## config.mk

```make
export PLATFORM = sky130hd
export DESIGN_NAME = ram_quad_port_arbiter
export DESIGN_NICKNAME = d
export VERILOG_FILES = /design/src/rtl/ram_arb_pkg.sv /design/src/rtl/rr_arb4.sv /design/src/rtl/ram_quad_port_arbiter.sv
export SDC_FILE = /design/constraint.sdc
export NUM_CORES = 1
export LEC_CHECK = 0
export ABC_AREA = 0
export CELL_PAD_IN_SITES_DETAIL_PLACEMENT = 0
export CELL_PAD_IN_SITES_GLOBAL_PLACEMENT = 1
export CORE_MARGIN = 1
export CORE_UTILIZATION = 29
export CTS_BUF_LIST = sky130_fd_sc_hd__clkbuf_4
export DETAILED_ROUTE_END_ITERATION = 10
export PLACE_DENSITY = 0.85
export SYNTH_ARGS = -nofsm -noshare
export SYNTH_HDL_FRONTEND = slang
export SYNTH_SLANG_ARGS = --single-unit
```

## constraint.sdc

```tcl
create_clock -name clk -period 2.3 [get_ports clk]
set_input_delay 0.345 -clock clk [delete_from_list [all_inputs] [get_ports clk]]
set_output_delay 0.345 -clock clk [all_outputs]
set_load 0.05 [all_outputs]
```

## src/rtl/ram_arb_pkg.sv

```systemverilog
// Shared types and sizes for the four-port RAM front end.
// The tag struct travels down the read pipeline alongside each read command.
package ram_arb_pkg;
  localparam int NUM_PORTS  = 4;
  localparam int ADDR_W     = 10;
  localparam int DATA_W     = 8;
  localparam int RAM_RD_LAT = 1;

  typedef logic [1:0] port_id_t;

  typedef struct packed {
    logic     valid;
    port_id_t port_id;
  } tag_t;

  function automatic logic [NUM_PORTS-1:0] port_onehot(input port_id_t id);
    logic [NUM_PORTS-1:0] oh;
    oh     = '0;
    oh[id] = 1'b1;
    return oh;
  endfunction
endpackage

```

## src/rtl/rr_arb4.sv

```systemverilog
// Combinational round-robin picker for four requesters.
// Searches upward from ptr, wrapping 3->0; the first set request bit wins.
module rr_arb4
  import ram_arb_pkg::*;
(
  input  logic [3:0] req,
  input  logic [1:0] ptr,
  output logic [3:0] gnt,
  output logic [1:0] winner
);

  logic     found;
  port_id_t idx;

  always_comb begin
    gnt    = '0;
    winner = ptr;
    found  = 1'b0;
    idx    = '0;
    for (int off = 0; off < NUM_PORTS; off++) begin
      // 2-bit addition gives the 3->0 wrap for free
      idx = ptr + port_id_t'(off);
      if (!found && req[idx]) begin
        found  = 1'b1;
        winner = idx;
      end
    end
    if (found) gnt = port_onehot(winner);
  end

endmodule

```

## src/rtl/ram_quad_port_arbiter.sv

```systemverilog
// Four requester ports share one RAM port via round-robin arbitration.
// Handshake: a port raises p_req with its command held stable; the command is
// taken at the posedge where p_gnt is high for that port, and p_req may then
// carry the next command. Reads return later as a one-hot rd_valid pulse.
module ram_quad_port_arbiter
  import ram_arb_pkg::*;
(
  input  logic                        clk,
  input  logic                        rst_n,
  input  logic [NUM_PORTS-1:0]        p_req,
  input  logic [NUM_PORTS-1:0]        p_wr,
  input  logic [NUM_PORTS*ADDR_W-1:0] p_addr,
  input  logic [NUM_PORTS*DATA_W-1:0] p_wdata,
  output logic [NUM_PORTS-1:0]        p_gnt,
  output logic [NUM_PORTS-1:0]        rd_valid,
  output logic [DATA_W-1:0]           rd_data,
  output logic                        ram_cs,
  output logic                        ram_wr,
  output logic [ADDR_W-1:0]           ram_addr,
  output logic [DATA_W-1:0]           ram_data_in,
  input  logic [DATA_W-1:0]           ram_data_out
);

  port_id_t                ptr;
  port_id_t                winner;
  logic [NUM_PORTS-1:0]    arb_gnt;
  logic                    accept;
  tag_t                    new_tag;
  tag_t                    out_tag;
  tag_t [RAM_RD_LAT:0]     tags;

  rr_arb4 u_arb (
    .req    (p_req),
    .ptr    (ptr),
    .gnt    (arb_gnt),
    .winner (winner)
  );

  // Grant is forced low while reset is asserted so nothing looks accepted.
  assign p_gnt  = rst_n ? arb_gnt : '0;
  assign accept = |p_gnt;

  always_comb begin
    new_tag         = '0;
    new_tag.valid   = accept && !p_wr[winner];
    new_tag.port_id = winner;
  end

  assign out_tag = tags[RAM_RD_LAT];

  always_ff @(posedge clk or negedge rst_n) begin
    if (!rst_n) begin
      ptr <= '0;
    end else if (accept) begin
      ptr <= winner + port_id_t'(1);
    end
  end

  always_ff @(posedge clk or negedge rst_n) begin
    if (!rst_n) begin
      ram_cs      <= 1'b0;
      ram_wr      <= 1'b0;
      ram_addr    <= '0;
      ram_data_in <= '0;
    end else if (accept) begin
      ram_cs      <= 1'b1;
      ram_wr      <= p_wr[winner];
      ram_addr    <= p_addr[winner*ADDR_W +: ADDR_W];
      ram_data_in <= p_wdata[winner*DATA_W +: DATA_W];
    end else begin
      ram_cs <= 1'b0;
      ram_wr <= 1'b0;
    end
  end

  // Stage 0 is loaded at acceptance; the last stage lines up with data_out.
  always_ff @(posedge clk or negedge rst_n) begin
    if (!rst_n) begin
      tags <= '0;
    end else begin
      tags <= {tags[RAM_RD_LAT-1:0], new_tag};
    end
  end

  always_ff @(posedge clk or negedge rst_n) begin
    if (!rst_n) begin
      rd_valid <= '0;
      rd_data  <= '0;
    end else if (out_tag.valid) begin
      rd_valid <= port_onehot(out_tag.port_id);
      rd_data  <= ram_data_out;
    end else begin
      rd_valid <= '0;
    end
  end

endmodule
```

==> metrics.log, run 1 <==
[metrics] routed vias: 2,309
[metrics] min cycle time layout: 2242 ps
[metrics] Final Max Tran Viols: 0
[metrics] starting density of the core: 0.3012
[metrics] clock transition at the register clock pins on the worst setup and hold paths after CTS: 120 ps
[metrics] post-synthesis instance total: 214
[metrics] TritonCTS clock tree: done
[metrics] Hold Crit Class: input pin to asynchronous set/reset pin
[metrics] number of design-rule violations left by the first detailed-router iteration: 82
[metrics] largest net degree at the start of global routing: 41
[metrics] most repeated library cell on the critical path: buf_4
[metrics] max capacitance violation total: 0
[metrics] number of synthesis warnings: 0
[metrics] post-route clock skew: 10.54 ps
[metrics] FF+latch area: 1002 um2
[metrics] clock sink count: 40
[metrics] die width: 91.58 um
[metrics] detailed-router iteration count before antenna repair: 4
[metrics] r2r endpoint: ram_wr
[metrics] core region area: 7727 um2
[metrics] mean area per synthesized cell: 10.87 um2
[metrics] Setup crit end kind: output pin
[metrics] sequential-to-total area share from yosys stat: 0.4301
[metrics] final weighted congestion of routability-driven global placement: 0.8310
[metrics] setup ws final: 58.08 ps
[metrics] leakage power: 1.658 nW
[metrics] HPWL Detailed: 5.314 mm
[metrics] crit path kind: input pin to output pin
[metrics] area of combinational cells with multiple inputs: 1212 um2
[metrics] full die area: 8387 um2
[metrics] instance area at placement: 3865 um2
[metrics] post-synth net total: 304
[metrics] Cell variety after synth: 40
[metrics] total clock buffers created by CTS: 5
[metrics] Bufs on Longest Clock Path: 2
[metrics] Layout Cell Area excl Fill: 3951 um2
[metrics] area added between synthesis and finish: 69.78%
[metrics] maximum resistive drop on vdd: 0.4316 mV
[metrics] Clock Latency Late Sink: 330 ps
[metrics] wire length after detailed routing: 6.932 mm
[metrics] wire length of the first global-routing pass: 10.74 mm
[metrics] list of cells traversed by the critical path: clkdlybuf4s50_1, buf_4, o41ai_4, buf_4, a21oi_1, buf_4
[metrics] Setup-failing EPs final: 0
[metrics] ratio of total power to cell area: 857.3 nW/um2
[metrics] number of placement rows: 32
[metrics] family with the most delay on the worst path: buffers and inverters
[metrics] Slowest Stage Delay on Critical Path: 460 ps
[metrics] number of global-route vias before repair: 2,347
[metrics] run status: finished, final reports clean
[metrics] number of antenna violations at the first check in global routing: 0
[metrics] Hold Fails Final Rpt: 0
[metrics] number of antenna repair diodes: 0
[metrics] total DRC errors in the routed layout: 0
[metrics] final routed wire length divided by cell count: 14.94 um
[metrics] Setup Slack @ Placement: -215.7 ps
[metrics] RSZ-0062 raised after global routing: no
[metrics] post-DR vias/cell: 4.976
[metrics] count of filler cells inserted in the layout: 695
[metrics] slowest cell on the critical path: o41ai_4
[metrics] max-slew headroom at the worst pin: 0.6090
[metrics] r2r worst-path depth: 8
[metrics] port bufs: 125
[metrics] maximum frequency from static timing analysis: 0.4460 GHz
[metrics] Finished Core Util: 0.5113
[metrics] actual slew at the worst max-slew pin: 586.5 ps
[metrics] Data arrival, critical path: 1900 ps
[metrics] aggregate global routing overflow: 0
[metrics] Max FO, Critical Path: 7
[metrics] I/O pin count: 126
[metrics] number of nets at the end of the flow: 452
[metrics] DIE HEIGHT: 91.58 um
[metrics] Register-to-Register Setup Slack: 150 ps
[metrics] share of the clock period used by the worst path: 0.9747
[metrics] H-tree levels: 2
[metrics] Antenna Violating Nets Remaining: 0
[metrics] startpoint types: input pin
[metrics] total global-route track usage: 0.1627
[metrics] FF+latch count, synth: 40
[metrics] required time of the critical path: 1960 ps
[metrics] share of layout cells above drive strength 1: 0.2348
[metrics] number of buffers and inverters on the critical path: 4
[metrics] start of the worst register-to-register path: ptr[0]
[metrics] root buffer cell: clkbuf_4
[metrics] summed instance area of the synthesized netlist: 2327 um2
-- routing by layer --
layer  vias up  share of wire  track usage
li1       1102              -            -
met4         0          0.018      0.05688
met5         -              0            0
met1      1082           0.42       0.1880
met3        13          0.078      0.04774
met2       112           0.49       0.2845
-- how the worst max path moves through the flow --
stage / from / end / slack [ps] / depth (start not counted)
finish: p_req[0] / p_gnt[2] / 60 / 6
global route: p_req[2] / p_gnt[1] / 1 / 7
CTS: p_req[1] / p_gnt[2] / 7 / 6
detailed placement: p_req[3] / ram_wr / -220 / 8
global placement: p_req[3] / ram_data_in[1] / -140 / 7
floorplan: ptr[1] / p_gnt[2] / 50 / 6
-- power breakdown --
part | switching (W) | internal (W)
Combinational | 0.00114 | 0.000890
Sequential | 0.000126 | 0.000904
Clock | 0.000217 | 0.000112
Total | 0.00148 | 0.00191
-- flip-flops by register name (all words and copies together), names as in the netlist --
register / cells
ram_addr: 10
ram_wr: 1
rd_data: 8
ptr: 2
ram_data_in: 8
tags: 3
rd_valid: 4
ram_cs: 1
out_tag: 3
-- layout by cell type, fill, tap and decap left out, types with 2 or more instances in the layout --
master / Yosys / final
clkdlybuf4s50_1: 0 / 119
mux2_2: 10 / 10
inv_1: 3 / 3
o21ai_0: 24 / 23
buf_12: 0 / 4
buf_4: 4 / 35
a21oi_1: 24 / 24
a221o_1: 18 / 18
nor2_1: 9 / 9
nand3_1: 20 / 20
mux2_4: 16 / 16
a21boi_0: 2 / 2
dfrtp_1: 40 / 39
clkbuf_4: 0 / 5
o21a_1: 2 / 2
nand2_1: 3 / 3
-- metrics by stage --
stage / hold WS, ps / power [W] / TNS (ps) / cells
after CTS: 125.6 / 0.003383 / 0 / 460
final: 120.0 / 0.003387 / 0 / 464
after detailed placement: 334.7 / 0.003041 / -3248 / 453
after floorplan: 49.41 / 0.002285 / 0 / 214
after global placement: 332.6 / 0.003019 / -2401 / 453
after global routing: 144.8 / 0.003559 / 0 / 464
-- synth_stat cells --
cell / count / area [um2]
a31o_2: 1 / 8.760
clkbuf_1: 6 / 22.52
o21ai_0: 24 / 120.1
nand3b_1: 1 / 7.510
buf_6: 3 / 33.78
nor2b_2: 1 / 8.760
and3b_1: 1 / 8.760
o21a_1: 2 / 15.01
a2111oi_4: 1 / 27.53
o21ai_4: 1 / 16.27
nor2_2: 1 / 6.260
a21boi_0: 2 / 15.01
o41ai_4: 1 / 27.53
inv_1: 3 / 11.26
nand3_1: 20 / 100.1
dfrtp_1: 40 / 1001
and3_1: 1 / 6.260
nor3b_1: 1 / 7.510
nand2_4: 1 / 11.26
a2bb2oi_1: 1 / 8.760
a221o_1: 18 / 180.2
buf_2: 4 / 20.02
nor2_1: 9 / 33.78
buf_1: 2 / 7.510
and2_1: 1 / 6.260
nor3_1: 2 / 10.01
nor3_2: 1 / 10.01
o2111ai_1: 1 / 8.760
mux2_4: 16 / 240.2
a2111o_1: 1 / 11.26
and2b_2: 1 / 8.760
and2b_1: 1 / 7.510
a21oi_1: 24 / 120.1
a32oi_1: 1 / 8.760
buf_4: 4 / 30.03
nand2b_1: 1 / 6.260
nand2_1: 3 / 11.26
o21bai_1: 1 / 7.510
mux2_2: 10 / 112.6
mux4_2: 1 / 22.52
-- cell type report --
type | count | area share
clock buffer | 5 | 0.009500
clock inverter | 2 | 0.003167
inverter | 3 | 0.002850
multi-input combinational | 152 | 0.3068
sequential | 40 | 0.2536
tap | 102 | 0.03230
timing repair buffer | 160 | 0.3917
-- kinds of logic after synthesis --
logic type,count (synthesis),share of synthesized area
compound gates,79,0.2473
buf+inv,22,0.05376
flops,40,0.4301
mux,27,0.1613
simple gates,46,0.1075
-- what timing repair did --
item,4_1_cts,5_1_grt
hold buffers,0,0
resized for setup,3,1
endpoints found under the setup margin,2,3
setup buffers,1,4
pin swaps,3,3
Power figures use the tool's default switching activity.
==> run 2: changes to the inputs <==
CORE_MARGIN = unset   (was 1)
PLACE_DENSITY = unset   (was 0.85)
PLACE_DENSITY_LB_ADDON = 0.25   (was unset)
==> metrics.log, run 2 (synthesis gave the netlist of run 1 again) <==
[metrics] Register-to-Register Setup Slack: 180 ps
[metrics] Setup-failing EPs final: 0
[metrics] final routed wire length divided by cell count: 15.38 um
[metrics] number of placement rows: 32
[metrics] area of combinational cells with multiple inputs: 1216 um2
[metrics] routed vias: 2,280
[metrics] max-slew headroom at the worst pin: 0.5929
[metrics] crit path kind: input pin to output pin
[metrics] most common cell after layout, fill and taps aside: clkdlybuf4s50_1
[metrics] number of design-rule violations left by the first detailed-router iteration: 71
[metrics] run status: finished, final reports clean
[metrics] maximum resistive drop on vdd: 0.3457 mV
[metrics] r2r worst-path depth: 7
[metrics] Data arrival, critical path: 1870 ps
[metrics] number of global-route vias before repair: 2,384
[metrics] post-route clock skew: 9.552 ps
[metrics] Bufs on Longest Clock Path: 2
[metrics] detailed-router iteration count before antenna repair: 4
[metrics] Antenna Violating Nets Remaining: 0
[metrics] Hold Fails Final Rpt: 0
[metrics] core region area: 7727 um2
[metrics] largest net degree at the start of global routing: 41
[metrics] leakage power: 1.688 nW
[metrics] launching element of the worst setup path: p_req[1]
[metrics] Setup Slack @ Placement: -323.2 ps
[metrics] aggregate global routing overflow: 0
[metrics] wire length after detailed routing: 7.199 mm
[metrics] total DRC errors in the routed layout: 0
[metrics] starting density of the core: 0.3012
[metrics] FF+latch area: 1002 um2
[metrics] Finished Core Util: 0.5178
[metrics] actual slew at the worst max-slew pin: 610.7 ps
[metrics] final weighted congestion of routability-driven global placement: 0.7876
[metrics] capturing instance or port of the critical path: p_gnt[2]
[metrics] met3 layer usage reported by global route: 0.05025
[metrics] setup ws final: 80.94 ps
[metrics] startpoint types: input pin
[metrics] count of filler cells inserted in the layout: 725
[metrics] total global-route track usage: 0.1749
[metrics] ratio of total power to cell area: 886.7 nW/um2
[metrics] I/O pin count: 126
[metrics] met1 Track Usage GR: 0.2133
[metrics] max capacitance violation total: 0
[metrics] root buffer cell: clkbuf_4
[metrics] die width: 91.58 um
[metrics] required time of the critical path: 1960 ps
[metrics] met2 track utilization from global routing: 0.3045
[metrics] maximum frequency from static timing analysis: 0.4506 GHz
[metrics] Max FO, Critical Path: 5
[metrics] area added between synthesis and finish: 71.94%
[metrics] full die area: 8387 um2
[metrics] Largest register FFs: 10
[metrics] biggest regs: ram_addr (10), ram_data_in (8), rd_data (8)
[metrics] TritonCTS clock tree: done
[metrics] HPWL Detailed: 5.427 mm
[metrics] number of antenna violations at the first check in global routing: 0
[metrics] start of the worst register-to-register path: ptr[0]
[metrics] power after layout: 0.003548 W
[metrics] share of the clock period used by the worst path: 0.9648
[metrics] total clock buffers created by CTS: 5
[metrics] share of layout cells above drive strength 1: 0.2459
[metrics] number of antenna repair diodes: 0
[metrics] clock sink count: 40
[metrics] Top reg by flops: ram_addr
[metrics] port bufs: 125
[metrics] r2r endpoint: ram_addr[0]
[metrics] number of nets at the end of the flow: 455
[metrics] Setup crit end kind: output pin
[metrics] post-DR vias/cell: 4.872
[metrics] Final Max Tran Viols: 0
[metrics] most frequent cells in the layout: 118 x clkdlybuf4s50_1, 39 x dfrtp_1, 37 x buf_4
[metrics] min cycle time layout: 2219 ps
[metrics] Hold Crit Class: input pin to asynchronous set/reset pin
[metrics] DIE HEIGHT: 91.58 um
[metrics] busiest layer in global routing: met2
[metrics] Post-CTS Hold Fix Bufs: 0
[metrics] H-tree levels: 2
[metrics] Clock Latency Late Sink: 330 ps
[metrics] wire length of the first global-routing pass: 11.56 mm
[metrics] clock transition at the register clock pins on the worst setup and hold paths after CTS: 120 ps
==> run 2: cell type report <==
class,instances,share of cell area
tap,102,0.03189
timing repair buffer,163,0.3909
sequential,40,0.2505
inverter,3,0.002814
multi-input combinational,152,0.3039
clock inverter,2,0.008755
clock buffer,6,0.01126
==> run 2: routing by layer <==
metal,wire (um),part of all wire
met5,0,0
met4,19,0.0026
met3,549,0.076
met2,3542,0.49
met1,3088,0.43
==> run 2: worst min path at each step <==
stage	to	from	slack, ps
finish	tags[1]	rst_n	140
floorplan	out_tag[0]	rst_n	50
detailed placement	out_tag[2]	tags[2]	340
global placement	out_tag[2]	tags[2]	330
global route	out_tag[2]	rst_n	170
CTS	ram_addr[4]	rst_n	150
==> run 2: critical path: stages <==
cell,delay [ps]
clkdlybuf4s50_1,430
buf_4,170
o41ai_4,440
buf_4,230
a21oi_1,60
buf_4,210
==> run 2: metrics by stage <==
step           std cells  area [um2]  hold WS, ps  setup TNS (ps)
5_1_grt              468        4001        169.1          -3.315
6_report             468        4001        140.7               0
3_3_place_gp         456        3887        332.2           -4463
3_5_place_dp         456        3887        341.0           -6147
2_1_floorplan        214        2332        49.41               0
4_1_cts              465        3966        148.7               0
==> run 2: repair_timing <==
item,4_1_cts,5_1_grt
pin swaps,3,5
endpoints found under the setup margin,2,11
gates resized for setup,3,7
buffers inserted,2,3
endpoints found under the hold margin,0,0
==> run 2: where the power goes <==
group	switching, W	internal (W)
registers	0.000125	0.000904
logic	0.00115	0.000901
clock network	0.000232	0.000240
==> run 3: changes to the inputs <==
CORE_MARGIN = 5   (was unset)
==> metrics.log, run 3 (synthesis gave the netlist of run 1 again) <==
[metrics] routed vias: 2,274
[metrics] required time of the critical path: 1960 ps
[metrics] number of antenna violations at the first check in global routing: 0
[metrics] final-layout setup total negative slack: 0 ps
[metrics] list of cells traversed by the critical path: and2b_2, buf_6, o21ai_4, nand2_4, buf_12, nor3_4, buf_12
[metrics] root buffer cell: clkbuf_4
[metrics] max capacitance violation total: 0
[metrics] total clock buffers created by CTS: 5
[metrics] Top reg by flops: ram_addr
[metrics] most common cell after layout, fill and taps aside: clkdlybuf4s50_1
[metrics] min cycle time layout: 2232 ps
[metrics] RSZ-0062 raised after global routing: yes
[metrics] crit path kind: flip-flop to output pin
[metrics] clock transition at the register clock pins on the worst setup and hold paths after CTS: 120 ps
[metrics] core region area: 7767 um2
[metrics] slowest cell on the critical path: dfrtp_1
[metrics] total length of routed met2 wires: 3.646 mm
[metrics] Antenna Violating Nets Remaining: 0
[metrics] final weighted congestion of routability-driven global placement: 0.8190
[metrics] area added between synthesis and finish: 72.47%
[metrics] most repeated library cell on the critical path: buf_12
[metrics] port bufs: 125
[metrics] number of antenna repair diodes: 0
[metrics] share of the clock period used by the worst path: 0.9703
[metrics] startpoint types: flip-flop
[metrics] biggest regs: ram_addr (10), ram_data_in (8), rd_data (8)
[metrics] number of buffers and inverters on the critical path: 3
[metrics] wire length the detailed router placed on met1: 3.092 mm
[metrics] max-slew headroom at the worst pin: 0.6137
[metrics] clock sink count: 40
[metrics] TritonCTS clock tree: done
[metrics] maximum frequency from static timing analysis: 0.4481 GHz
[metrics] final routed wire length divided by cell count: 16.27 um
[metrics] fin cells: 469
[metrics] share of layout cells above drive strength 1: 0.2480
[metrics] total global-route track usage: 0.1522
[metrics] wire length after detailed routing: 7.631 mm
[metrics] total DRC errors in the routed layout: 0
[metrics] Hold Crit Class: input pin to asynchronous set/reset pin
[metrics] Final Max Tran Viols: 0
[metrics] Slowest Stage Delay on Critical Path: 400 ps
[metrics] actual slew at the worst max-slew pin: 579.5 ps
[metrics] aggregate global routing overflow: 0
[metrics] Max FO, Critical Path: 7
[metrics] run status: finished, final reports clean
[metrics] leakage power: 1.699 nW
[metrics] Post-CTS Hold Fix Bufs: 0
[metrics] maximum resistive drop on vdd: 0.4652 mV
[metrics] largest net degree at the start of global routing: 41
[metrics] full die area: 9916 um2
[metrics] post-DR vias/cell: 4.849
[metrics] DIE HEIGHT: 99.58 um
[metrics] Setup-failing EPs final: 0
[metrics] Data arrival, critical path: 1890 ps
[metrics] detailed-router iteration count before antenna repair: 4
[metrics] number of nets at the end of the flow: 456
[metrics] most frequent cells in the layout: 118 x clkdlybuf4s50_1, 39 x dfrtp_1, 39 x buf_4
[metrics] Setup Slack @ Placement: -243.1 ps
[metrics] I/O pin count: 126
[metrics] number of placement rows: 32
[metrics] setup ws final: 68.28 ps
[metrics] number of design-rule violations left by the first detailed-router iteration: 83
[metrics] final hold slack: 106.5 ps
[metrics] Clock Latency Late Sink: 350 ps
[metrics] HPWL Detailed: 5.873 mm
[metrics] starting density of the core: 0.2996
[metrics] Hold Fails Final Rpt: 0
[metrics] total instance count after detailed placement: 454
[metrics] Setup crit end kind: output pin
[metrics] number of global-route vias before repair: 2,421
[metrics] H-tree levels: 2
[metrics] ratio of total power to cell area: 881.9 nW/um2
[metrics] wire length of the first global-routing pass: 12.08 mm
[metrics] total met3 wirelength after detailed routing: 799 um
[metrics] Bufs on Longest Clock Path: 2
[metrics] family with the most delay on the worst path: simple AND/OR/NAND/NOR gates
[metrics] post-route clock skew: 9.783 ps
[metrics] die width: 99.58 um
[metrics] Largest register FFs: 10
[metrics] uppermost layer routed: met4
[run 3: what timing repair did]
item / 4_1_cts / 5_1_grt
buffers inserted: 0 / 7
endpoints found under the setup margin: 2 / 2
gates resized for setup: 5 / 4
pin swaps: 0 / 5
[run 3: per-layer routing]
metal / vias to the layer above / track usage
met5: - / 0
met3: 10 / 0.07013
met2: 98 / 0.2552
met1: 1048 / 0.1762
met4: 0 / 0.03887
li1: 1118 / -
[run 3: worst register-to-register path, cell delays in order (launching register included)]
cell and delay [ps]:
dfrtp_1 400, and2b_1 210, a2111o_1 440, nand2_4 130, buf_12 120, buf_4 150, mux2_4 300, a221o_1 320
[run 3: final timing paths]
check | from | to | slack (ps) | cells past startpoint
max in group asynchronous | rst_n | ptr[1] | 1830 | 2
hold / removal | rst_n | ptr[0] | 110 | 2
hold reg to reg | tags[2] | out_tag[2] | 360 | 0
setup reg to reg | ptr[0] | ram_addr[9] | 130 | 7
setup / recovery | ptr[0] | p_gnt[1] | 70 | 7
min in group clk | tags[2] | out_tag[2] | 360 | 0
[run 3: final cells by class]
| cell class | instances | area, um2 |
|---|---|---|
| clock buffer | 5 | 37.54 |
| clock inverter | 3 | 42.54 |
| fill | 739 | 3754 |
| inverter | 3 | 11.26 |
| multi-input combinational | 152 | 1221 |
| sequential | 40 | 1002 |
| tap | 102 | 127.6 |
| timing repair buffer | 164 | 1572 |
[run 3: through the flow]
stage | util | power, W | instance area [um2]
after floorplan | - | 0.002285 | 2332
after global placement | 0.4969 | 0.003044 | 3860
after CTS | 0.5081 | 0.003537 | 3946
final | 0.5168 | 0.003540 | 4014
after global routing | 0.5168 | 0.003727 | 4014
after detailed placement | 0.4969 | 0.003056 | 3860
[run 3: where the power goes]
part           internal [W]  leakage [nW]  switching, W
logic              0.000903          1.17       0.00114
registers          0.000903         0.490      0.000131
clock network      0.000226        0.0412      0.000236
